**src/rtl/weight_bram_read_sequencer.sv**
```systemverilog
// rtl/weight_bram_read_sequencer.sv - weight BRAM read sequencer with host write arbitration
//
// Purpose: walks one neuron's weight BRAM (rows 0..DEPTH-1) on start and streams
// the weights to the MAC over a valid/ready handshake. Host weight-update writes
// share the single BRAM port and are served only while no read pass is running.
//
// Ports:
//   CLK, RST          clock (posedge), synchronous active-high reset
//   start             request a read pass (level, sampled in IDLE)
//   busy, done        pass in progress / one-cycle pass-complete pulse
//   bram_*            single-port BRAM control (BRAM is negedge-clocked)
//   bram_do           BRAM read data, captured at the posedge closing the issue cycle
//   w_data, w_idx     weight and row index toward the MAC
//   w_valid, w_ready  weight handshake
//   wr_req/addr/data  host write request, held until wr_ack
//   wr_ack            one-cycle pulse in the cycle the write is issued
//   nz_count          (WSEQ_ZERO_SKIP_EN only) nonzero weights emitted in last pass
//
// Optional feature: define WSEQ_ZERO_SKIP_EN to suppress zero weights on the
// stream and add the nz_count output.

module weight_bram_read_sequencer #(
    parameter int DEPTH = 28,
    parameter int AW    = 5,
    parameter int DW    = 16
) (
    input  logic          CLK,
    input  logic          RST,
    input  logic          start,
    output logic          busy,
    output logic          done,
    output logic [AW-1:0] bram_addr,
    output logic          bram_en,
    output logic          bram_we,
    output logic [DW-1:0] bram_di,
    input  logic [DW-1:0] bram_do,
    output logic [DW-1:0] w_data,
    output logic [AW-1:0] w_idx,
    output logic          w_valid,
    input  logic          w_ready,
    input  logic          wr_req,
    input  logic [AW-1:0] wr_addr,
    input  logic [DW-1:0] wr_data,
`ifdef WSEQ_ZERO_SKIP_EN
    output logic [AW:0]   nz_count,
`endif
    output logic          wr_ack
);

    typedef enum logic [2:0] {
        S_IDLE,
        S_WRITE,
        S_READ,
        S_DRAIN,
        S_DONE
    } state_t;

    localparam logic [AW-1:0] LAST_ROW  = AW'(DEPTH - 1);
    localparam logic [AW:0]   DEPTH_EXT = (AW + 1)'(DEPTH);

    state_t          state_q, state_d;
    logic [AW-1:0]   rd_ptr_q, rd_ptr_d;
    logic            start_pend_q, start_pend_d;
    logic [DW-1:0]   w_data_q, w_data_d;
    logic [AW-1:0]   w_idx_q, w_idx_d;
    logic            w_valid_q, w_valid_d;
    logic [AW-1:0]   wr_addr_q, wr_addr_d;
    logic [DW-1:0]   wr_data_q, wr_data_d;
`ifdef WSEQ_ZERO_SKIP_EN
    logic [AW:0]     nz_count_q, nz_count_d;
`endif

    logic issue;
    logic accept;
    logic wr_in_range;

    // A read may issue only when the output register is free or is being
    // emptied at this same edge, so a captured weight never overwrites one
    // the MAC has not taken yet.
    assign issue       = (state_q == S_READ) && (!w_valid_q || w_ready);
    assign accept      = w_valid_q && w_ready;
    assign wr_in_range = ({1'b0, wr_addr_q} < DEPTH_EXT);

    always_comb begin
        state_d      = state_q;
        rd_ptr_d     = rd_ptr_q;
        start_pend_d = start_pend_q;
        w_data_d     = w_data_q;
        w_idx_d      = w_idx_q;
        w_valid_d    = w_valid_q;
        wr_addr_d    = wr_addr_q;
        wr_data_d    = wr_data_q;
`ifdef WSEQ_ZERO_SKIP_EN
        nz_count_d   = nz_count_q;
`endif

        if (accept) begin
            w_valid_d = 1'b0;
        end

        // bram_do already reflects rd_ptr_q here: the BRAM updated it on the
        // negedge inside the issue cycle.
        if (issue) begin
            rd_ptr_d = rd_ptr_q + 1'b1;
`ifdef WSEQ_ZERO_SKIP_EN
            if (bram_do != '0) begin
                w_data_d   = bram_do;
                w_idx_d    = rd_ptr_q;
                w_valid_d  = 1'b1;
                nz_count_d = nz_count_q + 1'b1;
            end
`else
            w_data_d  = bram_do;
            w_idx_d   = rd_ptr_q;
            w_valid_d = 1'b1;
`endif
            if (rd_ptr_q == LAST_ROW) begin
                state_d = S_DRAIN;
            end
        end

        case (state_q)
            S_IDLE: begin
                if (wr_req) begin
                    // Writes win; a coincident start is remembered for later.
                    state_d   = S_WRITE;
                    wr_addr_d = wr_addr;
                    wr_data_d = wr_data;
                    if (start) begin
                        start_pend_d = 1'b1;
                    end
                end else if (start || start_pend_q) begin
                    state_d      = S_READ;
                    rd_ptr_d     = '0;
                    start_pend_d = 1'b0;
`ifdef WSEQ_ZERO_SKIP_EN
                    nz_count_d   = '0;
`endif
                end
            end
            S_WRITE: state_d = S_IDLE;
            S_READ:  ;
            S_DRAIN: begin
                // Leaves as soon as the last weight is taken (or was never
                // presented).
                if (!w_valid_d) begin
                    state_d = S_DONE;
                end
            end
            S_DONE:  state_d = S_IDLE;
            default: state_d = S_IDLE;
        endcase
    end

    always_ff @(posedge CLK) begin
        if (RST) begin
            state_q      <= S_IDLE;
            rd_ptr_q     <= '0;
            start_pend_q <= 1'b0;
            w_data_q     <= '0;
            w_idx_q      <= '0;
            w_valid_q    <= 1'b0;
            wr_addr_q    <= '0;
            wr_data_q    <= '0;
`ifdef WSEQ_ZERO_SKIP_EN
            nz_count_q   <= '0;
`endif
        end else begin
            state_q      <= state_d;
            rd_ptr_q     <= rd_ptr_d;
            start_pend_q <= start_pend_d;
            w_data_q     <= w_data_d;
            w_idx_q      <= w_idx_d;
            w_valid_q    <= w_valid_d;
            wr_addr_q    <= wr_addr_d;
            wr_data_q    <= wr_data_d;
`ifdef WSEQ_ZERO_SKIP_EN
            nz_count_q   <= nz_count_d;
`endif
        end
    end

    assign busy    = (state_q == S_READ) || (state_q == S_DRAIN) || (state_q == S_DONE);
    assign done    = (state_q == S_DONE);
    assign wr_ack  = (state_q == S_WRITE);

    // Out-of-range host writes are acknowledged but never reach the BRAM.
    assign bram_we = (state_q == S_WRITE) && wr_in_range;
    assign bram_en = issue || bram_we;

    assign bram_addr = (state_q == S_WRITE) ? wr_addr_q :
                       (state_q == S_READ)  ? rd_ptr_q  : '0;
    assign bram_di   = (state_q == S_WRITE) ? wr_data_q : '0;

    assign w_data  = w_data_q;
    assign w_idx   = w_idx_q;
    assign w_valid = w_valid_q;
`ifdef WSEQ_ZERO_SKIP_EN
    assign nz_count = nz_count_q;
`endif

endmodule

```
**config.mk**
```make
export PLATFORM = sky130hd
export DESIGN_NAME = weight_bram_read_sequencer
export DESIGN_NICKNAME = d
export VERILOG_FILES = /design/src/rtl/weight_bram_read_sequencer.sv
export SDC_FILE = /design/constraint.sdc
export NUM_CORES = 1
export LEC_CHECK = 0
export CORE_MARGIN = 4
export CORE_UTILIZATION = 39
export CTS_CLUSTER_DIAMETER = 50
export DETAILED_ROUTE_END_ITERATION = 7
export PLACE_DENSITY_LB_ADDON = 0.1
export SYNTH_ARGS = -nofsm -noshare
export SYNTH_HDL_FRONTEND = slang
export SYNTH_SLANG_ARGS = --single-unit
```
**constraint.sdc**
```tcl
create_clock -name CLK -period 1.5 [get_ports CLK]
set_input_delay 0.3 -clock CLK [delete_from_list [all_inputs] [get_ports CLK]]
set_output_delay 0.3 -clock CLK [all_outputs]
set_load 0.005 [all_outputs]
```
Yosys cells after proc, flatten, opt, wreduce, memory -nomap -nowiden
Cells that the tools add are included.
{"block": "word_totals", "latchBits": 0, "elab_cells": 47, "mem_count": 0, "ramBits": 0, "romBits": 0, "output_inout_bits": 48, "regBits": 52}
{"block": "op_classes", "n_div": 0, "shifts": 0, "muxes": 18, "order_cmp": 1, "n_eq_ne": 6, "bitwise": 0, "add_sub_neg": 1, "n_reduce_logical": 13, "multipliers": 0}
{"operator": "5-bit 2-to-1 mux", "count": 6}
{"operator": "16-bit 2-to-1 mux", "count": 1}
{"operator": "3-bit 2-to-1 mux", "count": 5}
{"operator": "3-bit one-hot mux with 3 select lines", "count": 1}
{"operator": "3-bit by 2-bit == test with 1-bit output (second input constant)", "count": 2}
{"operator": "5-bit by 1-bit adder with 5-bit output (second input constant)", "count": 1}
{"operator": "5-bit == test (second input constant)", "count": 1}
{"operator": "1-bit logical OR", "count": 5}
{"operator": "5-bit less-than comparator (second input constant)", "count": 1}
{"operator": "1-bit 2-to-1 mux", "count": 5}
{"operator": "3-bit by 1-bit == test with 1-bit output (second input constant)", "count": 1}
{"operator": "3-bit == test (second input constant)", "count": 1}
{"operator": "1-bit logical AND", "count": 3}
{"operator": "3-bit logical NOT", "count": 1}
{"operator": "3-bit AND reduction", "count": 1}
{"operator": "2-bit inequality test (second input constant)", "count": 1}
{"operator": "2-bit AND reduction", "count": 1}
{"operator": "2-bit nonzero test", "count": 1}
{"operator": "1-bit logical NOT", "count": 1}

Longest topological paths before layout
Gate-level depths: netlist of the first run.
{"block": "logic_depth", "ltp_word": 7, "ltp_mapped": 6, "depth_no_buf": 4}

Worst setup path before layout of the first run
OpenSTA, ideal clock, no wires.
{"block": "synth_timing", "path_type": "reg2out", "from": "register state_q[2]", "to": "output bram_di[10]", "path_stages_with_launch": 5, "arrival_time_ps": 1259, "path_slack_ps": -59, "path_buffers": 2, "path_cell_list": "dfxtp_1 buf_2 nor3b_1 buf_2 and2_1"}
{"block": "synth_between", "elab_chain_len": 2}
{"item": "from (decl)", "line_no": "61", "rtl": "state_t state_q, state_d;"}
{"item": "from (signal assigned)", "line_no": "169", "rtl": "state_q <= state_d;"}
{"item": "3-bit by 1-bit == test with 1-bit output"}
{"item": "named net wr_ack", "line_no": "47", "rtl": "output logic wr_ack"}
{"item": "16-bit 2-to-1 mux", "line_no": "193", "rtl": "assign bram_di = (state_q == S_WRITE) ? wr_data_q : '0;"}
{"item": "to (decl)", "line_no": "35", "rtl": "output logic [DW-1:0] bram_di,"}
The timed path passes the listed nets, and every way through them passes these cells.

Worst setup path after layout of the first run
{"block": "layout_timing", "from": "register state_q[0]", "to": "output bram_en"}
{"block": "layout_between", "elab_chain_len": 3, "word_cells_on_any_way": 5, "classes_between": "eq/ne (2); reduce/logical (3)"}
{"item": "3-bit by 2-bit == test with 1-bit output / 3-bit by 1-bit == test with 1-bit output (equally long branches)", "line_no": "80, 188"}
{"item": "1-bit logical AND (on tied branches)", "line_no": "80, 188"}
{"item": "1-bit logical OR (*)", "line_no": "189", "rtl": "assign bram_en = issue || bram_we;"}
{"item": "to (decl)", "line_no": "33", "rtl": "output logic bram_en,"}
Mark *: on every way between the ends. The rest lies on a longest branch, timed or not.

==> summary.md, run 1 <==
| Metric | Value |
|---|---|
| Status | finished with violations |
| Failing checks | setup timing |
| Post-Route Skew | 0.00713 ns |
| Non-Filler Instances | 484 |
| RSZ-0062 raised after global routing | true |
| Pwr dens | 756 nW/um^2 |
| Die Area | 7050 sq um |
| Hold Crit Depth | 2 |
| Most common cell after layout, fill and taps aside | clkdlybuf4s50_1 |
| Post-synthesis sequential area ratio | 46.2% |
| Hpwl dp | 4.47 mm |
| Critical Path AT | 1.44 ns |
| WP data required | 1.20 ns |
| Maximum root-to-sink buffer count | 2 |
| DIE HEIGHT | 84.0 um |
| Mapped Area | 2250 sq um |
| Most frequent cells in the layout | 53 x clkdlybuf4s50_1, 34 x dfxtp_1, 33 x nand2_1 |
| # setup viols final | 75 |
| Vias | 2521 |
| Switching power | 930 uW |
| Row count | 27 |
| GP Congestion | 0.768 |
| Setup Crit Path Kind | flop to output port |
| Vias per cell | 5.21 |
| Worst min path class | input pin to flop |
| CP startpoint kind | flop |
| CTS buffer count | 5 |
| Max-cap violations | 0 |
| Period utilization | 116% |
| Dpl cells | 454 |
| Clock share of power | 25.5% |
| Post-synthesis cell count | 286 |
| Tot GR Track Use | 20.9% |
| CTS Root Buffer Type | clkbuf_8 |
| Number of port buffers | 89 |
| Vias in the first global route | 2467 |
| Cts hold-fix bufs | 0 |
| Worst slew pin tran | 0.323 ns |
| Critical path capture point type | output port |
| Relative slew margins | 78.3% |
| Layout cells sized above 1 | 48.8% |
| VDD IR-drop max | 0.597 mV |
| Antenna cells | 0 |
| Clk pin slew, worst setup/hold paths | 0.09 ns |
| CTS tree | yes |
| Final Max Tran Viols | 0 |
| Pre-CTS setup slack | -0.303 ns |
| Router iterations before antenna repair | 5 |
| Sink Count | 52 |
| Antenna-violating nets left | 0 |
| Antenna violations before repair | 0 |
| Synth Net Count | 329 |
| Setup ws final | -0.243 ns |
| # nets final | 454 |
| Io pins | 90 |
| Gate power share | 28.0% |
| R2R depth | 7 |
| Worst Path Max Fanout | 4 |
| Switching Share | 28.4% |
| Leakage | 1.84 nW |
| Min Clock Period, post-route | 1.74 ns |
| FF+latch count, synth | 52 |
| Area Overhead vs Synth | 92.8% |
| Die Width | 84.0 um |
| Worst-Skew Late Latency | 0.31 ns |
| Number of DRC markers in iteration 0 | 140 |
| WL/cell | 16.0 um |
| Largest net degree at the start of global routing | 35 |
| First-pass GRT wire length | 12.1 mm |
| Internal power | 2.35 mW |
| GRT overflow | 0 |
| Residual DRC count | 0 |
| DRT Wirelength | 7.76 mm |
| Sequential power share | 46.5% |
| Syn Area/Cell | 7.87 sq um |
| Core ar. | 5540 sq um |
| H-tree Lvls | 2 |
| Final Hold Viols | 0 |
| Syn. warnings | 0 |
| Starting Density | 40.7% |
| Count of cell types in the netlist | 35 |
| Fmax achieved | 574 MHz |
registers in the layout, summed over array words and instances (netlist names):
| signal | flops |
|---|---|
| wr_data_q | 16 |
| rd_ptr_q | 5 |
| start_pend_q | 1 |
| w_data | 16 |
| w_valid | 1 |
| wr_addr_q | 5 |
| state_q | 3 |
| w_idx | 5 |
critical path, cell delays in order, from the launching register on:
cell and delay (ns):
dfxtp_4 0.36, buf_6 0.13, or3b_4 0.41, o22ai_2 0.10, buf_2 0.13
cell families after synthesis:
family                     share of synthesized area (%)
adders and majority gates                          0.555
buffers and inverters                               5.33
DFF                                                 46.2
AOI/OAI and AO/OA                                   21.6
and+or+nand+nor                                     26.3
layer usage:
metal	vias up	track usage, %	wire, um
li1	1250	-	-
met1	1179	26.0	3240
met2	83	34.9	3870
met3	9	6.71	536
met4	0	5.26	110
met5	-	0	0
synthesized netlist by cell type:
cell | n | share of area (%)
nor4_1 | 2 | 0.56
nand3_1 | 22 | 4.9
nor2b_1 | 3 | 0.83
and2_1 | 16 | 4.4
nor2_1 | 8 | 1.3
o22ai_1 | 1 | 0.28
nor3b_2 | 1 | 0.56
dfxtp_1 | 52 | 46
a22oi_1 | 6 | 2.0
or3b_1 | 1 | 0.39
o21ai_0 | 24 | 5.3
nor4b_2 | 1 | 0.67
nor4bb_1 | 1 | 0.44
o41ai_1 | 1 | 0.39
nand4b_1 | 2 | 0.78
nand4_1 | 2 | 0.56
inv_1 | 4 | 0.67
buf_4 | 1 | 0.33
nand2_1 | 44 | 7.3
nor3b_1 | 2 | 0.67
and3_1 | 1 | 0.28
clkbuf_1 | 18 | 3.0
or4_1 | 2 | 0.67
o31ai_1 | 2 | 0.67
or4b_1 | 1 | 0.44
nor3_1 | 3 | 0.67
ha_1 | 1 | 0.56
o21bai_1 | 2 | 0.67
or3_1 | 1 | 0.28
a31o_2 | 1 | 0.39
nand2b_1 | 2 | 0.56
a21oi_1 | 50 | 11
a2bb2oi_1 | 1 | 0.39
o21a_1 | 1 | 0.33
buf_2 | 6 | 1.3
path summary, 6_finish.rpt:
| check | slack [ns] | to | start |
|---|---|---|---|
| worst max-delay path | -0.24 | bram_en | state_q[0] |
| worst min-delay path | 0.36 | w_idx[2] | RST |
| worst max register to register | -0.24 | wr_data_q[10] | state_q[1] |
| worst min register to register | 0.46 | w_data[0] | w_data[0] |
stage by stage:
step | TNS (ns) | instance area (sq um) | hold WS, ns | total power, mW | utilization, %
floorplan | 0 | 2270 | 0.432 | 1.79 | -
global route | -14.99 | 4340 | 0.371 | 3.44 | 78.4
CTS | -9.85 | 3860 | 0.353 | 3.13 | 69.6
detailed placement | -12.91 | 3440 | 0.443 | 2.14 | 62.0
finish | -11.46 | 4340 | 0.357 | 3.28 | 78.4
global placement | -11.27 | 3440 | 0.437 | 2.13 | 62.0
power groups by stage:
stage	combinational [mW]	sequential [mW]	clock [mW]
after floorplan	0.259	1.53	0
after global placement	0.597	1.53	0
after detailed placement	0.602	1.53	0
after CTS	0.774	1.51	0.847
after global routing	0.987	1.54	0.912
final	0.919	1.53	0.837
area by class of cell:
| cell class | count | area (sq um) |
|---|---|---|
| multi-input combinational | 205 | 1540 |
| tap | 72 | 90.1 |
| clock inverter | 2 | 10.0 |
| fill | 400 | 1200 |
| sequential | 52 | 1070 |
| clock buffer | 6 | 82.6 |
| inverter | 4 | 17.5 |
| timing repair buffer | 143 | 1530 |
repair_timing:
item                                    CTS  global route
gates resized for setup                 199           108
endpoints found under the setup margin   50            87
pin swaps                                42            24
gates cloned                              5             3
setup buffers                            13             4
(Power assumes the default switching activity.)
==> inputs of run 2 (changes only) <==
MAX_ROUTING_LAYER = met4   (was unset)
==> run 2 against run 1 <==
Core utilization fell by 0.090 points. Flip-flop and latch count unchanged. Global-route usage increased by 0.56 points. First-iteration DRC count shrank 18%. The flow still finishes with violations (setup timing). Largest cell class unchanged. Clock power rose by 0.5%.
==> summary.md, run 2 (synthesis results as in run 1) <==
| Metric | Value |
|---|---|
| CTS Root Buffer Type | clkbuf_8 |
| Most frequent cells in the layout | 56 x clkdlybuf4s50_1, 33 x nand2_1, 32 x dfxtp_1 |
| RSZ-0062 raised after global routing | true |
| Row count | 27 (unchanged) |
| Residual DRC count | 0 (unchanged) |
| Relative slew margins | 78.1% (-0.15 points) |
| Crit. Startpoint | state_q[1] |
| DIE HEIGHT | 84.0 um (unchanged) |
| Failing checks | setup timing |
| # nets final | 454 (unchanged) |
| DRT Wirelength | 7.83 mm (+0.97%) |
| Antenna-violating nets left | 0 (unchanged) |
| Period utilization | 117% (+0.53 points) |
| WHS | 0.357 ns (+0.000247 ns) |
| Sequential power share | 46.4% (about the same) |
| Vias per cell | 5.32 (+2.2%) |
| GP Congestion | 0.778 (+1.3%) |
| Vias in the first global route | 2477 (+0.41%) |
| Worst-path cell chain | buf_6 -> buf_8 -> buf_6 -> or4b_4 -> buf_8 -> nand2_1 -> a21oi_1 |
| Final Hold Viols | 0 (unchanged) |
| Crit path to | wr_data_q[10] |
| R2R depth | 7 (unchanged) |
| Worst-Skew Late Latency | 0.31 ns (about the same) |
| Clock share of power | 25.6% (about the same) |
| Setup ws final | -0.251 ns (-0.00792 ns) |
| Flop2flop setup slack | -0.25 ns (about the same) |
| Number of DRC markers in iteration 0 | 115 (-18%) |
| Dpl cells | 454 (unchanged) |
| Io pins | 90 (unchanged) |
| Largest net degree at the start of global routing | 35 (unchanged) |
| Slowest stage delay, CP | 0.59 ns (+0.18 ns) |
| Gate power share | 28.1% (about the same) |
| Final Max Tran Viols | 0 (unchanged) |
| GRT overflow | 0 (unchanged) |
| Internal power | 2.35 mW (+0.11%) |
| Fmax achieved | 571 MHz (-0.45%) |
| WL/cell | 16.2 um (+0.97%) |
| Antenna cells | 0 (unchanged) |
| Setup Crit Path Kind | flop to flop |
| Worst min path class | input pin to flop |
| Router iterations before antenna repair | 4 (-1) |
| Die Area | 7050 sq um (unchanged) |
| Leakage | 1.79 nW (-2.8%) |
| Starting Density | 40.7% (unchanged) |
| FF-to-FF Start | state_q[1] |
| Core ar. | 5540 sq um (unchanged) |
| Slowest stage cell on the critical path | or4b_4 |
| Critical Path AT | 1.95 ns (+0.51 ns) |
| Area Overhead vs Synth | 92.6% |
| Layout cells sized above 1 | 49.3% (+0.49 points) |
| Critical path capture point type | flop |
| H-tree Lvls | 2 (unchanged) |
| WP data required | 1.70 ns (+0.50 ns) |
| Hpwl dp | 4.47 mm (unchanged) |
| Number of port buffers | 89 (unchanged) |
| Worst r2r dst | wr_data_q[10] |
| # setup viols final | 75 (unchanged) |
| Post-Route Skew | 0.00973 ns (+0.00260 ns) |
| Maximum root-to-sink buffer count | 2 (unchanged) |
| Worst Path Max Fanout | 11 (+7) |
| VDD IR-drop max | 0.511 mV (-14%) |
| Sink Count | 52 (unchanged) |
| Non-Filler Instances | 484 (unchanged) |
| Worst slew pin tran | 0.325 ns (+0.00226 ns) |
| Antenna violations before repair | 0 (unchanged) |
| First-pass GRT wire length | 12.0 mm (-0.29%) |
| Max-cap violations | 0 (unchanged) |
| Clk pin slew, worst setup/hold paths | 0.10 ns (about the same) |
| Die Width | 84.0 um (unchanged) |
| Cts hold-fix bufs | 0 (unchanged) |
| Switching power | 939 uW (+0.89%) |
| CP startpoint kind | flop |
| Pwr dens | 759 nW/um^2 (+0.45%) |
| CTS buffer count | 5 (unchanged) |
| Vias | 2576 (+2.2%) |
| Switching Share | 28.5% (+0.16 points) |
| Tot GR Track Use | 21.5% (+0.56 points) |
| Most common cell after layout, fill and taps aside | clkdlybuf4s50_1 |
| CTS tree | yes |
| Status | finished with violations |
| Min Clock Period, post-route | 1.75 ns (+0.00791 ns) |
-- run 2: cell count changes in the layout (fill, tap and decap cells not counted) --
cell / delta
dfxtp_1: -2
dfxtp_2: +2
dlymetal6s2s_1: -3
clkdlybuf4s50_1: +3
-- run 2: worst min path at each step --
| stage | from | end | slack, ns | cells after the start |
|---|---|---|---|---|
| after global placement | wr_data_q[9] | wr_data_q[9] | 0.44 | 2 |
| after global routing | RST | w_idx[2] | 0.37 | 2 |
| after CTS | RST | w_data[1] | 0.35 | 2 |
| after detailed placement | wr_data_q[0] | wr_data_q[0] | 0.44 | 2 |
| after floorplan | wr_data_q[0] | wr_data_q[0] | 0.43 | 2 |
| final | RST | w_idx[2] | 0.36 | 2 |
-- run 2: final cells by class --
cell class | count | area, sq um
clock buffers | 6 | 82.6
inverters | 4 | 17.5
repair buffers | 143 | 1520
flip-flops and latches | 52 | 1070
multi-input cells | 205 | 1540
fillers | 401 | 1200
well taps | 72 | 90.1
clock inverters | 2 | 10.0
-- run 2: worst max-delay path, delay by kind of cell (launching register included) --
| kind | cells | cell delay [ns] |
|---|---|---|
| AOI/OAI and AO/OA | 1 | 0.06 |
| and+or+nand+nor | 2 | 0.66 |
| DFF | 1 | 0.37 |
| buffers and inverters | 4 | 0.54 |
-- run 2: routing by layer --
metal / GRT usage [%] / vias to the layer above / share of wire (%)
met5: - / - / 0
met2: 34.8 / 100 / 51
met4: 5.26 / 0 / 1.2
li1: - / 1252 / -
met3: 5.03 / 9 / 6.3
met1: 27.1 / 1215 / 42
-- run 2: power by group through the flow --
stage	Combinational (mW)	Sequential, mW	Clock (mW)
2_1_floorplan	0.259	1.53	0
3_3_place_gp	0.597	1.53	0
3_5_place_dp	0.602	1.53	0
4_1_cts	0.774	1.51	0.847
5_1_grt	0.987	1.54	0.914
6_report	0.923	1.53	0.841
-- run 2: repair_timing --
action                     4_1_cts  5_1_grt
gates resized for setup        199      107
cloned                           5        3
pin swaps                       42       24
setup endpoints to repair       50       87
buffers inserted                13        4
-- run 2: metrics by stage --
stage               total power, mW  area, sq um  setup TNS, ns  worst slack, ns  util (%)
finish                         3.29         4340         -11.92           -0.251      78.3
global route                   3.44         4340         -15.00           -0.303      78.3
CTS                            3.13         3860          -9.85           -0.225      69.6
detailed placement             2.14         3440         -12.91           -0.303      62.0
global placement               2.13         3440         -11.27           -0.254      62.0
floorplan                      1.79         2270              0           0.0261         -
